File: src/rtl/pipe_adder_pkg.sv
// Shared types and the result/overflow datapath function for pipe_adder_acc.
// PIPE_ADDER_SAT_EN selects saturating ACC/SUB instead of wrapping.
package pipe_adder_pkg;

    typedef enum logic [1:0] {
        MODE_ADD = 2'b00,
        MODE_ACC = 2'b01,
        MODE_CLR = 2'b10,
        MODE_SUB = 2'b11
    } mode_e;

    // Widest operand the shared function handles; callers must keep WIDTH < MAX_W.
    localparam int MAX_W = 32;

    typedef struct packed {
        logic [MAX_W:0] y;
        logic           ovf;
        logic [MAX_W:0] acc;
    } result_t;

    // Operands arrive zero-extended to MAX_W; 'width' is the real operand width,
    // so y/acc are masked to width+1 bits and the ACC carry is bit width+1.
    function automatic result_t compute_result(
        input logic [MAX_W-1:0] a,
        input logic [MAX_W-1:0] b,
        input logic [MAX_W:0]   acc,
        input mode_e            mode,
        input int unsigned      width
    );
        result_t          r;
        logic [MAX_W:0]   mask;
        logic [MAX_W+1:0] sum;
        logic [MAX_W:0]   diff;
        logic             carry;

        mask  = {(MAX_W+1){1'b1}} >> (MAX_W - width);
        sum   = {1'b0, acc} + {2'b00, a} + {2'b00, b};
        carry = (sum >> (width + 1)) != '0;
        diff  = {1'b0, a} - {1'b0, b};

        r.y   = '0;
        r.ovf = 1'b0;
        r.acc = acc;
        case (mode)
            MODE_ADD: r.y = {1'b0, a} + {1'b0, b};
            MODE_SUB: begin
                r.ovf = (a < b);
`ifdef PIPE_ADDER_SAT_EN
                r.y = r.ovf ? '0 : (diff & mask);
`else
                r.y = diff & mask;
`endif
            end
            MODE_ACC: begin
                r.ovf = carry;
`ifdef PIPE_ADDER_SAT_EN
                r.y = carry ? mask : (sum[MAX_W:0] & mask);
`else
                r.y = sum[MAX_W:0] & mask;
`endif
                r.acc = r.y;
            end
            MODE_CLR: r.acc = '0;
            default: r.acc = acc;
        endcase
        return r;
    endfunction

endpackage

File: src/rtl/pipe_adder_acc_if.sv
// Operand and result streams of pipe_adder_acc; slave = design side, master = driver side.
interface pipe_adder_acc_if #(
    parameter int WIDTH = 8
);
    logic             in_valid;
    logic             in_ready;
    logic [WIDTH-1:0] a;
    logic [WIDTH-1:0] b;
    logic [1:0]       mode;
    logic             out_valid;
    logic             out_ready;
    logic [WIDTH:0]   y;
    logic             ovf;

    modport slave (
        input  in_valid, a, b, mode, out_ready,
        output in_ready, out_valid, y, ovf
    );

    modport master (
        output in_valid, a, b, mode, out_ready,
        input  in_ready, out_valid, y, ovf
    );
endinterface

File: src/rtl/pipe_stage.sv
// Generic valid/ready register slice; accepts whenever empty or its output is being taken.
module pipe_stage #(
    parameter int DATA_W = 8
) (
    input  logic              clk,
    input  logic              rst,
    input  logic              in_valid,
    output logic              in_ready,
    input  logic [DATA_W-1:0] in_data,
    output logic              out_valid,
    input  logic              out_ready,
    output logic [DATA_W-1:0] out_data
);
    logic              valid_q, valid_d;
    logic [DATA_W-1:0] data_q, data_d;
    logic              adv;

    always_comb begin
        adv     = !valid_q || out_ready;
        valid_d = valid_q;
        data_d  = data_q;
        if (adv) begin
            valid_d = in_valid;
            if (in_valid) begin
                data_d = in_data;
            end
        end
    end

    always_ff @(posedge clk) begin
        if (rst) begin
            valid_q <= 1'b0;
            data_q  <= '0;
        end else begin
            valid_q <= valid_d;
            data_q  <= data_d;
        end
    end

    assign in_ready  = adv;
    assign out_valid = valid_q;
    assign out_data  = data_q;
endmodule

File: src/rtl/pipe_adder_acc.sv
// Two-stage add/sub/accumulate pipeline with backpressure and a result-beat counter.
// Build option: PIPE_ADDER_SAT_EN (saturating ACC/SUB, handled in pipe_adder_pkg).
module pipe_adder_acc
    import pipe_adder_pkg::*;
#(
    parameter int WIDTH = 8,
    parameter int CNT_W = 16
) (
    input  logic                   clk,
    input  logic                   rst,
    pipe_adder_acc_if.slave        bus,
    output logic [CNT_W-1:0]       txn_count
);
    localparam int S1_W = 2 * WIDTH + 2;
    localparam int S2_W = WIDTH + 2;

    logic [S1_W-1:0]  s1_in;
    logic [S1_W-1:0]  s1_data;
    logic             s1_valid;
    logic             s2_in_ready;
    logic [S2_W-1:0]  s2_in;
    logic [S2_W-1:0]  s2_data;
    logic [WIDTH-1:0] s1_a;
    logic [WIDTH-1:0] s1_b;
    logic [1:0]       s1_mode;
    result_t          res;
    logic             beat_moves;
    logic             res_unused;

    logic [WIDTH:0]   acc_q, acc_d;
    logic [CNT_W-1:0] cnt_q, cnt_d;

    assign s1_in = {bus.a, bus.b, bus.mode};

    pipe_stage #(.DATA_W(S1_W)) u_s1 (
        .clk       (clk),
        .rst       (rst),
        .in_valid  (bus.in_valid),
        .in_ready  (bus.in_ready),
        .in_data   (s1_in),
        .out_valid (s1_valid),
        .out_ready (s2_in_ready),
        .out_data  (s1_data)
    );

    assign {s1_a, s1_b, s1_mode} = s1_data;

    always_comb begin
        res = compute_result(MAX_W'(s1_a), MAX_W'(s1_b), (MAX_W+1)'(acc_q),
                             mode_e'(s1_mode), WIDTH);
    end

    assign s2_in      = {res.y[WIDTH:0], res.ovf};
    assign res_unused = ^{res.y[MAX_W:WIDTH+1], res.acc[MAX_W:WIDTH+1]};

    pipe_stage #(.DATA_W(S2_W)) u_s2 (
        .clk       (clk),
        .rst       (rst),
        .in_valid  (s1_valid),
        .in_ready  (s2_in_ready),
        .in_data   (s2_in),
        .out_valid (bus.out_valid),
        .out_ready (bus.out_ready),
        .out_data  (s2_data)
    );

    assign {bus.y, bus.ovf} = s2_data;

    // acc moves only on the S1->S2 transfer, so a stalled beat never accumulates twice.
    always_comb begin
        beat_moves = s1_valid && s2_in_ready;
        acc_d      = beat_moves ? res.acc[WIDTH:0] : acc_q;
        cnt_d      = cnt_q + CNT_W'(bus.out_valid && bus.out_ready);
    end

    always_ff @(posedge clk) begin
        if (rst) begin
            acc_q <= '0;
            cnt_q <= '0;
        end else begin
            acc_q <= acc_d;
            cnt_q <= cnt_d;
        end
    end

    assign txn_count = cnt_q;
endmodule

File: src/flat_wrapper.sv
// flat-port wrapper written by rule: the top's interface ports become plain ports
module pipe_adder_acc_flat import pipe_adder_pkg::*;
#(
    parameter int WIDTH = 8,
    parameter int CNT_W = 16
)
  (clk, rst, txn_count, bus_in_valid, bus_a, bus_b, bus_mode, bus_out_ready, bus_in_ready, bus_out_valid, bus_y, bus_ovf);
  pipe_adder_acc_if #(.WIDTH(WIDTH)) bus_i ();
  input  logic clk;
  input  logic rst;
  output logic [CNT_W-1:0] txn_count;
  input wire logic [$bits(bus_i.in_valid)-1:0] bus_in_valid;
  input wire logic [$bits(bus_i.a)-1:0] bus_a;
  input wire logic [$bits(bus_i.b)-1:0] bus_b;
  input wire logic [$bits(bus_i.mode)-1:0] bus_mode;
  input wire logic [$bits(bus_i.out_ready)-1:0] bus_out_ready;
  output wire logic [$bits(bus_i.in_ready)-1:0] bus_in_ready;
  output wire logic [$bits(bus_i.out_valid)-1:0] bus_out_valid;
  output wire logic [$bits(bus_i.y)-1:0] bus_y;
  output wire logic [$bits(bus_i.ovf)-1:0] bus_ovf;
  assign bus_i.in_valid = bus_in_valid;
  assign bus_i.a = bus_a;
  assign bus_i.b = bus_b;
  assign bus_i.mode = bus_mode;
  assign bus_i.out_ready = bus_out_ready;
  assign bus_in_ready = bus_i.in_ready;
  assign bus_out_valid = bus_i.out_valid;
  assign bus_y = bus_i.y;
  assign bus_ovf = bus_i.ovf;
  pipe_adder_acc #(.WIDTH(WIDTH), .CNT_W(CNT_W)) u_core (.clk(clk), .rst(rst), .bus(bus_i), .txn_count(txn_count));
endmodule
File: config.mk
export PLATFORM = sky130hd
export DESIGN_NAME = pipe_adder_acc_flat
export DESIGN_NICKNAME = d
export VERILOG_FILES = /design/src/rtl/pipe_adder_pkg.sv /design/src/rtl/pipe_adder_acc_if.sv /design/src/rtl/pipe_stage.sv /design/src/rtl/pipe_adder_acc.sv /design/src/flat_wrapper.sv
export SDC_FILE = /design/constraint.sdc
export NUM_CORES = 1
export LEC_CHECK = 0
export ABC_AREA = 1
export ABC_CLOCK_PERIOD_IN_PS = 3100
export CAP_MARGIN = 20
export CORE_ASPECT_RATIO = 2
export CORE_MARGIN = 2
export CORE_UTILIZATION = 40
export DETAILED_ROUTE_END_ITERATION = 10
export GPL_TIMING_DRIVEN = 0
export SLEW_MARGIN = 20
export SYNTH_ARGS = -nofsm -noshare
export SYNTH_HDL_FRONTEND = slang
export SYNTH_SLANG_ARGS = --single-unit
File: constraint.sdc
create_clock -name clk -period 3.1 [get_ports clk]
set_input_delay 0.62 -clock clk [delete_from_list [all_inputs] [get_ports clk]]
set_output_delay 0.62 -clock clk [all_outputs]
set_load 0.03 [all_outputs]
==> out/metrics.cfg, run 1 <==
[layout]
ff_latch_area_um2=1110
final_cell_mix=134 x nand2_1, 72 x inv_1, 55 x a21oi_1
layout_commonest_cell=nand2_1
drive_above_1_share_pct=6.28
fillers=993
diodes=0
final_net_count=685
multi_input_area_um2=2430
syn2layout_area_growth_pct=22.2

[floorplan]
initial_core_util_pct=40.8
io-pin-count=50
die_w_um=73.0
core-area_um2=9320
die_area_um2=10400
row_count=50
die_h_um=142

[routing]
dr_wl_met3_um=335
viasPerCell=5.27
detail-route-antenna-nets=0
drt-total-wl_mm=11.6
first_iter_violations=211
wl_met2_mm=6.38
drt-met1-wl_mm=4.15
post-route-drc-count=0
firstDrtPassIters=4
dr.max_layer_used=met4
num_vias=3818
routedWlPerCell_um=16.0

[synth]
syn-instance-count=564
syn_nets=628
synth_edf_count=0
post_synth_instance_area_um2=3800
synth-seq-area-share_pct=28.9
synth.avg_cell_area_um2=6.75
synth-main-ff-cell=dfxtp_1
yosys_warnings=0
synthArstFlopShare_pct=0
synth.distinct_cells=37
synth_seq_cells=55

[placed_design]
hpwl_mm=9.43
io_buffers=49
place_congestion=0.915

[min_path]
min_from=u_core.u_s2.out_data[5]$_SDFFE_PP0P_
holdPathStages=2
min_to=u_core.u_s2.out_data[5]$_SDFFE_PP0P_
hold_class=register to register

[setup_path]
path_max_fanout=6
crit_family=adder cells
critical_path_class=register to register
worst_r2r_endpoint=u_core.u_s2.out_data[8]$_SDFFE_PP0P_
worstSetupStartpointType=register
path_buf_inv=3
cp_slowest_stage_delay_ns=0.46
reg2reg_from=u_core.u_s1.out_data[11]$_SDFFE_PP0P_
regToRegSetupSlack_ns=0.19
cp_data_required_time_ns=3.33
critPathSlowestCell=dfxtp_2
r2r.worst_path.cells=17
crit_chain=inv_1 -> fa_1 -> inv_1 -> nand3_1 -> nand2_2 -> a31oi_1 -> xor2_1 -> ha_1 -> nand2_1 -> inv_1 -> a21oi_1 -> nand2_1 -> nand2_1 -> nand3_2 -> nand3_2 -> nand2_1 -> a21oi_1
crit_path_end_kind=register
arrival_ns=3.14
cp_common_cell=nand2_1

[power_and_ir_drop]
p_leak_nw=2.11
ir_drop_mv=0.356
power_density_nw_per_um2=400

[clock_network]
numCtsBuffers=5
clkTransAtPathRegs_ns=0.07
cts.path.max_buffers=2
clock-root-buffer=clkbuf_16
htreeDepth=2
clkLatencyLatePin_ns=0.30
clock_sinks=55
cts_tree=yes

[sta]
setup_viol=0
fin_crit_sh_pct=93.8
finalCriticalPeriod_ns=2.91
hold_ws_ns=0.469
fin_skew_ns=0.00686
setup_tns_ns=0
slew_headroom_pct=53.8
drv_slew=0
hold_violations=0
tightest_slew_ns=0.690
fmax_mhz=344

[grt]
grt_pass1_wl_mm=18.1
grt_max_degree=17
antenna_found_initial=0
grt_pass1_vias=3664
grt_usage_pct=23.1
overflow=0

[status]
status=finished clean

[flow_run]
max-cap-violations=0

area by class of cell:
type / instances / area share, %
timing repair buffer: 50 / 10.7
clock inverter: 1 / 0.188
inverter: 74 / 5.97
buffer: 15 / 1.35
multi-input combinational: 420 / 52.2
tap: 104 / 2.80
clock buffer: 6 / 2.99
sequential: 55 / 23.8
how the worst max path moves through the flow:
| stage | from | endpoint | slack [ns] | cells after the start |
|---|---|---|---|---|
| floorplan | u_core.u_s1.out_data[14]$_SDFFE_PP0P_ | u_core.u_s2.out_data[9]$_SDFFE_PP0P_ | 0.53 | 17 |
| global placement | u_core.u_s1.out_data[11]$_SDFFE_PP0P_ | u_core.u_s2.out_data[8]$_SDFFE_PP0P_ | 0.04 | 17 |
| detailed placement | u_core.u_s1.out_data[11]$_SDFFE_PP0P_ | u_core.u_s2.out_data[8]$_SDFFE_PP0P_ | -0.01 | 17 |
| CTS | u_core.u_s1.out_data[10]$_SDFFE_PP0P_ | u_core.u_s2.out_data[8]$_SDFFE_PP0P_ | 0.03 | 18 |
| global route | u_core.u_s1.out_data[13]$_SDFFE_PP0P_ | u_core.u_s2.out_data[9]$_SDFFE_PP0P_ | -0.005 | 19 |
| finish | u_core.u_s1.out_data[11]$_SDFFE_PP0P_ | u_core.u_s2.out_data[8]$_SDFFE_PP0P_ | 0.19 | 17 |
where the power goes:
group / switching [mW] / total (mW) / internal (mW)
registers: 0.0355 / 0.773 / 0.737
logic: 0.302 / 0.491 / 0.188
clock network: 0.275 / 0.596 / 0.321
metrics by stage:
stage | util (%) | area [um2] | power, mW | cells | setup slack [ns]
after floorplan | - | 3800 | 1.10 | 564 | 0.535
after global placement | 47.5 | 4430 | 1.25 | 717 | 0.0364
after detailed placement | 47.5 | 4430 | 1.26 | 717 | -0.0150
after CTS | 49.1 | 4570 | 1.86 | 724 | 0.0281
after global routing | 49.9 | 4650 | 1.96 | 725 | -0.00461
final | 49.9 | 4650 | 1.86 | 725 | 0.193
timing repair:
action | in CTS | in global routing
hold endpoints to repair | 0 | 0
buffers inserted | 0 | 1
pin swaps | 0 | 1
hold buffers | 0 | 0
resized for setup | 1 | 14
endpoints found under the setup margin | 1 | 5
kinds of logic (layout without fill, tap and decap cells):
family | after synthesis | after routing | share of synthesized area [%]
AOI/OAI and AO/OA | 108 | 108 | 15.4
buffers and inverters | 89 | 146 | 8.94
adders and majority gates | 42 | 42 | 14.6
DFF | 55 | 55 | 28.9
and+or+nand+nor | 261 | 261 | 30.1
xor gates and xnor gates | 9 | 9 | 2.07
synth_stat cells, types with 2 or more instances:
library cell,n,share of area [%]
o211ai_1,2,0.39
nand3b_1,2,0.39
a21boi_0,4,0.79
a21o_1,2,0.39
nor2_2,2,0.33
xnor2_1,4,0.92
fa_1,4,2.1
inv_1,72,7.1
nor3_1,5,0.66
nand3_1,49,6.4
nand4_1,11,1.8
o21a_1,4,0.79
dfxtp_1,55,29
or2_2,2,0.33
xor2_1,5,1.2
o21bai_1,2,0.39
clkbuf_1,12,1.2
buf_2,2,0.26
a21oi_1,57,7.5
o21ai_1,2,0.26
nand2_1,135,13
ha_1,38,12
nor2_1,44,4.3
a31oi_1,2,0.33
o21ai_0,31,4.1
inv_2,2,0.20
nand2_2,4,0.66
state kept, by name, indices dropped and copies added, names as in the netlist:
signal                 cells
u_core.u_s2.out_data      10
u_core.acc_q               9
u_core.u_s2.out_valid      1
u_core.txn_count          16
u_core.u_s1.out_data      18
u_core.u_s1.out_valid      1
worst min-delay path, delay by kind of cell (launching register included):
| kind | cells | cell delay [ns] |
|---|---|---|
| compound gates | 1 | 0.06 |
| simple gates | 1 | 0.06 |
| flops | 1 | 0.31 |
routing by layer:
metal	vias to the layer above	global-route usage, %
met5	-	0
met1	1736	22.7
li1	1959	-
met4	0	15.6
met2	92	43.2
met3	31	2.76
Power figures use the tool's default switching activity.
==> run 2, diff against run 1 <==
--- a/config.mk
+++ b/config.mk
@@ -13,6 +13,7 @@
 export CORE_UTILIZATION = 40
 export DETAILED_ROUTE_END_ITERATION = 10
 export GPL_TIMING_DRIVEN = 0
+export SETUP_SLACK_MARGIN = 0.15
 export SLEW_MARGIN = 20
 export SYNTH_ARGS = -nofsm -noshare
 export SYNTH_HDL_FRONTEND = slang
==> run 2 against run 1 <==
Effect of this change:
- die area stayed put
- fmax is 3.5% higher
- first-iteration DRC count is 18% lower
- critical path depth is 1 higher
- combinational power is 2% higher
- final cell count is 0.28% higher
- total power is 0.28% higher
- sequential share of layout area hardly changed
- routed wire length is 0.49% higher
==> out/metrics.cfg, run 2 (synthesized netlist as in run 1, its figures left out) <==
[status]
status=finished clean

[flow_run]
max-cap-violations=0

[routing]
detail-route-antenna-nets=0
viasPerCell=5.28
routedWlPerCell_um=16.0
post-route-drc-count=0
firstDrtPassIters=7
first_iter_violations=174
num_vias=3842
drt-total-wl_mm=11.7

[setup_path]
path_max_fanout=4
arrival_ns=3.04
cp_data_required_time_ns=3.33
crit_family=adder cells
critical_path_class=register to register
critPathSlowestCell=dfxtp_2
crit_chain=ha_2 -> inv_1 -> fa_2 -> inv_1 -> nand3_1 -> nand2_2 -> a31oi_1 -> xor2_1 -> ha_1 -> nand2_1 -> inv_1 -> a21oi_1 -> nand2_1 -> nand2_2 -> nand3_2 -> nand3_2 -> nand2_1 -> a21oi_1
regToRegSetupSlack_ns=0.29
worstSetupStartpointType=register
path_buf_inv=3
crit_path_end_kind=register
cp_slowest_stage_delay_ns=0.35

[clock_network]
clkLatencyLatePin_ns=0.30
cts_tree=yes
clkTransAtPathRegs_ns=0.07
htreeDepth=2
numCtsBuffers=5
clock-root-buffer=clkbuf_16
ctsHoldBuffers=0
clock_sinks=55
cts.path.max_buffers=2

[floorplan]
row_count=50
die_area_um2=10400
initial_core_util_pct=40.8
die_w_um=73.0
core-area_um2=9320
die_h_um=142
io-pin-count=50

[layout]
drive_above_1_share_pct=8.03
final_cell_mix=132 x nand2_1, 72 x inv_1, 54 x a21oi_1
largest_reg_flops=18
syn2layout_area_growth_pct=23.4
layout_commonest_cell=nand2_1
final_util_pct=50.4
fin_cells=727
diodes=0
final_net_count=687
fillers=985

[sta]
hold_violations=0
fin_ws_ns=0.290
finalCriticalPeriod_ns=2.81
drv_slew=0
fin_skew_ns=0.00537
slew_headroom_pct=54.3
fmax_mhz=356
tightest_slew_ns=0.682
setup_viol=0
rsz0062_at_grt=yes
fin_crit_sh_pct=90.6

[placed_design]
pre_cts_slack_ns=-0.0150
io_buffers=49
place_congestion=0.915
numPlacedInstances=717
hpwl_mm=9.43

[power_and_ir_drop]
internal_power_mw=1.25
power.switching_mw=0.613
combPwrFrac_pct=26.8
sw_frac_of_total_pct=32.9
power_density_nw_per_um2=397
p_leak_nw=2.13
p_seq_share_pct=41.4
ir_drop_mv=0.355
total_power_mw=1.86
power_frac_clock_pct=31.8

[grt]
antenna_found_initial=0
grt_pass1_vias=3678
grt_max_degree=17
overflow=0
grt_usage_pct=23.2
grt_pass1_wl_mm=18.1

[min_path]
hold_class=register to register

## run 2: power by group through the flow
| stage | Combinational [mW] | Clock [mW] | Sequential (mW) |
|---|---|---|---|
| 2_1_floorplan | 0.314 | 0 | 0.790 |
| 3_3_place_gp | 0.468 | 0 | 0.786 |
| 3_5_place_dp | 0.473 | 0 | 0.787 |
| 4_1_cts | 0.481 | 0.608 | 0.771 |
| 5_1_grt | 0.559 | 0.633 | 0.776 |
| 6_report | 0.500 | 0.592 | 0.772 |
## run 2: area by class of cell
| class | instances | area, um2 | area share [%] |
|---|---|---|---|
| sequential | 55 | 1120 | 23.8 |
| buffer | 15 | 62.6 | 1.33 |
| clock buffer | 6 | 139 | 2.96 |
| timing repair buffer | 52 | 513 | 10.9 |
| multi-input combinational | 420 | 2450 | 52.1 |
| tap | 104 | 130 | 2.77 |
| inverter | 74 | 278 | 5.92 |
| clock inverter | 1 | 8.76 | 0.187 |
## run 2: per-stage QoR
step           TNS, ns  instance area [um2]  hold WS (ns)
2_1_floorplan        0                 3800         0.450
3_5_place_dp   -0.0150                 4430         0.461
4_1_cts              0                 4590         0.473
6_report             0                 4700         0.469
3_3_place_gp         0                 4430         0.455
5_1_grt              0                 4700         0.489
## run 2: routing by layer
layer / part of all wire [%] / global-route usage (%) / up-vias
met2: 55 / 43.9 / 112
met5: 0 / 0 / -
met3: 2.8 / 2.76 / 35
met1: 36 / 22.6 / 1728
li1: - / - / 1967
met4: 6.8 / 14.9 / 0
## run 2: final timing paths
path / cells after the start / endpoint / startpoint
max reg2reg: 18 / u_core.u_s2.out_data[8]$_SDFFE_PP0P_ / u_core.u_s1.out_data[10]$_SDFFE_PP0P_
max: 18 / u_core.u_s2.out_data[8]$_SDFFE_PP0P_ / u_core.u_s1.out_data[10]$_SDFFE_PP0P_
min: 2 / u_core.u_s2.out_data[5]$_SDFFE_PP0P_ / u_core.u_s2.out_data[5]$_SDFFE_PP0P_
min reg2reg: 2 / u_core.u_s2.out_data[5]$_SDFFE_PP0P_ / u_core.u_s2.out_data[5]$_SDFFE_PP0P_
## run 2: worst reg2reg max path, cell delays in order, from the launching register on
cell and delay (ns):
dfxtp_2 0.35, ha_2 0.19, inv_1 0.06, fa_2 0.35
inv_1 0.06, nand3_1 0.07, nand2_2 0.11, a31oi_1 0.10
xor2_1 0.17, ha_1 0.35, nand2_1 0.11, inv_1 0.04
a21oi_1 0.17, nand2_1 0.09, nand2_2 0.09, nand3_2 0.11
nand3_2 0.12, nand2_1 0.05, a21oi_1 0.13
## run 2: timing repair
| action | in CTS | in global routing |
|---|---|---|
| pin swaps | 1 | 3 |
| endpoints found under the setup margin | 3 | 5 |
| gates resized for setup | 7 | 21 |
| setup buffers | 1 | 2 |
==> run 3, diff against run 2 <==
--- a/config.mk
+++ b/config.mk
@@ -10,9 +10,10 @@
 export CAP_MARGIN = 20
 export CORE_ASPECT_RATIO = 2
 export CORE_MARGIN = 2
-export CORE_UTILIZATION = 40
+export CORE_UTILIZATION = 56
 export DETAILED_ROUTE_END_ITERATION = 10
 export GPL_TIMING_DRIVEN = 0
+export PLACE_DENSITY = 0.81
 export SETUP_SLACK_MARGIN = 0.15
 export SLEW_MARGIN = 20
 export SYNTH_ARGS = -nofsm -noshare
==> run 3 against run 2 <==
Effect of this change:
- via count rose by 2.0%
- combinational power up 2%
- clock skew fell by 0.0014 ns
- non-clock buffer count up 3
- die area down 27%
- routed wire length did not move
- total power up 4.5%
- clock power is 13% higher
- design area up 1.5%
- critical path type unchanged
- largest cell class unchanged
==> out/metrics.cfg, run 3 (synthesized netlist as in run 1, its figures left out) <==
[clock_network]
numCtsBuffers=5
clkLatencyLatePin_ns=0.30
cts_tree=yes
clock_sinks=55
clock-root-buffer=clkbuf_16
htreeDepth=2
clkTransAtPathRegs_ns=0.07
cts.path.max_buffers=2

[setup_path]
cp_data_required_time_ns=3.34
worstSetupStartpointType=register
critical_path_class=register to register
worst_r2r_endpoint=u_core.u_s2.out_data[0]$_SDFFE_PP0P_
path_max_fanout=4
worstSetupEndpoint=u_core.u_s2.out_data[0]$_SDFFE_PP0P_
crit_path_end_kind=register
r2r.worst_path.cells=19
regToRegSetupSlack_ns=0.29
reg2reg_from=u_core.u_s1.out_data[10]$_SDFFE_PP0P_
arrival_ns=3.05
worstSetupStartpoint=u_core.u_s1.out_data[10]$_SDFFE_PP0P_

[flow_run]
max-cap-violations=0

[power_and_ir_drop]
combPwrFrac_pct=26.3
p_leak_nw=2.15
ir_drop_mv=0.425
internal_power_mw=1.34
p_seq_share_pct=39.5
total_power_mw=1.95
power_density_nw_per_um2=409
power.switching_mw=0.612
power_frac_clock_pct=34.2
sw_frac_of_total_pct=31.4

[floorplan]
die_h_um=121
core-area_um2=6620
io-pin-count=50
initial_core_util_pct=57.5
row_count=42
die_w_um=62.3
die_area_um2=7510

[layout]
diodes=0
layout_commonest_cell=nand2_1
syn2layout_area_growth_pct=25.3
fin_area_um2=4770
final_cell_mix=128 x nand2_1, 70 x inv_1, 51 x a21oi_1
drive_above_1_share_pct=10.0
fin_cells=715
final_net_count=690
largest_reg_flops=18

[sta]
setup_viol=0
hold_ws_ns=0.472
hold_violations=0
fmax_mhz=355
rsz0062_at_grt=yes
fin_crit_sh_pct=90.8
fin_ws_ns=0.286
finalCriticalPeriod_ns=2.81
drv_slew=0
fin_skew_ns=0.00402
tightest_slew_ns=0.704
slew_headroom_pct=52.9

[routing]
num_vias=3918
firstDrtPassIters=4
first_iter_violations=164
routedWlPerCell_um=16.3
post-route-drc-count=0
drt-total-wl_mm=11.7
detail-route-antenna-nets=0
viasPerCell=5.48

[placed_design]
io_buffers=49
hpwl_mm=9.35
numPlacedInstances=701
placed_cell_area_um2=4410
place_congestion=0.924
pre_cts_slack_ns=-0.00705

[grt]
antenna_found_initial=0
grt_max_degree=17
overflow=0
grt_pass1_vias=4015
grt_usage_pct=31.7
grt_pass1_wl_mm=18.4

[status]
status=finished clean

[min_path]
hold_class=register to register

[run 3: cell count changes in the layout (fill, tap and decap cells not counted), sizes merged]
cell | previous run | this run
inv | 75 | 74
clkinv | 0 | 1
buf | 6 | 9
bufinv | 0 | 1
[run 3: power groups by stage]
stage               logic (mW)  clock network (mW)  registers [mW]
floorplan                0.314                   0           0.790
global placement         0.468                   0           0.781
detailed placement       0.477                   0           0.783
CTS                      0.485               0.670           0.769
global route             0.566               0.691           0.774
finish                   0.511               0.667           0.770
[run 3: how the worst min path moves through the flow]
stage,end,slack (ns),from,cells past startpoint
global placement,u_core.u_s2.out_data[9]$_SDFFE_PP0P_,0.45,u_core.u_s2.out_data[9]$_SDFFE_PP0P_,2
global route,u_core.u_s2.out_data[7]$_SDFFE_PP0P_,0.49,u_core.u_s2.out_data[7]$_SDFFE_PP0P_,2
CTS,u_core.u_s2.out_data[9]$_SDFFE_PP0P_,0.47,u_core.u_s2.out_data[9]$_SDFFE_PP0P_,2
floorplan,u_core.acc_q[0]$_SDFFE_PP0P_,0.45,u_core.acc_q[0]$_SDFFE_PP0P_,2
finish,u_core.u_s2.out_data[8]$_SDFFE_PP0P_,0.47,u_core.u_s2.out_data[8]$_SDFFE_PP0P_,2
detailed placement,u_core.u_s2.out_data[9]$_SDFFE_PP0P_,0.46,u_core.u_s2.out_data[9]$_SDFFE_PP0P_,2
[run 3: layout make-up]
cell class	count	area (um2)
timing repair buffer	55	536
tap	88	110
inverter	74	278
clock inverter	2	35.0
clock buffer	6	139
sequential	55	1120
buffer	15	62.6
fill	577	1860
multi-input combinational	420	2490
[run 3: timing repair]
action	in CTS	in global routing
pin swaps	1	16
setup buffers	1	5
endpoints found under the setup margin	4	5
gates resized for setup	12	29
hold buffers	0	0
[run 3: per-stage QoR]
step	utilization [%]	setup TNS (ns)
2_1_floorplan	-	0
3_3_place_gp	66.5	0
3_5_place_dp	66.5	-0.00705
4_1_cts	69.7	0
5_1_grt	72.0	0
6_report	72.0	0
[run 3: metal layers]
layer	part of all wire [%]	track usage [%]	vias to the layer above
li1	-	-	1966
met1	34	27.8	1810
met2	55	63.0	103
met3	3.7	4.09	39
met4	6.7	23.8	0
met5	0	0	-
[run 3: critical path, stage by stage (launching register included)]
cell,delay [ns]
dfxtp_4,0.36
ha_4,0.15
inv_2,0.05
fa_2,0.40
inv_2,0.06
nand3_2,0.08
nand2_4,0.10
a31oi_2,0.10
xor2_1,0.15
ha_1,0.37
nand2_2,0.08
nor2_2,0.13
nand2_2,0.08
nand2_2,0.08
nand2_2,0.07
nand2_2,0.07
nand2_1,0.06
a21oi_2,0.14
nand2_2,0.09
a21oi_2,0.14
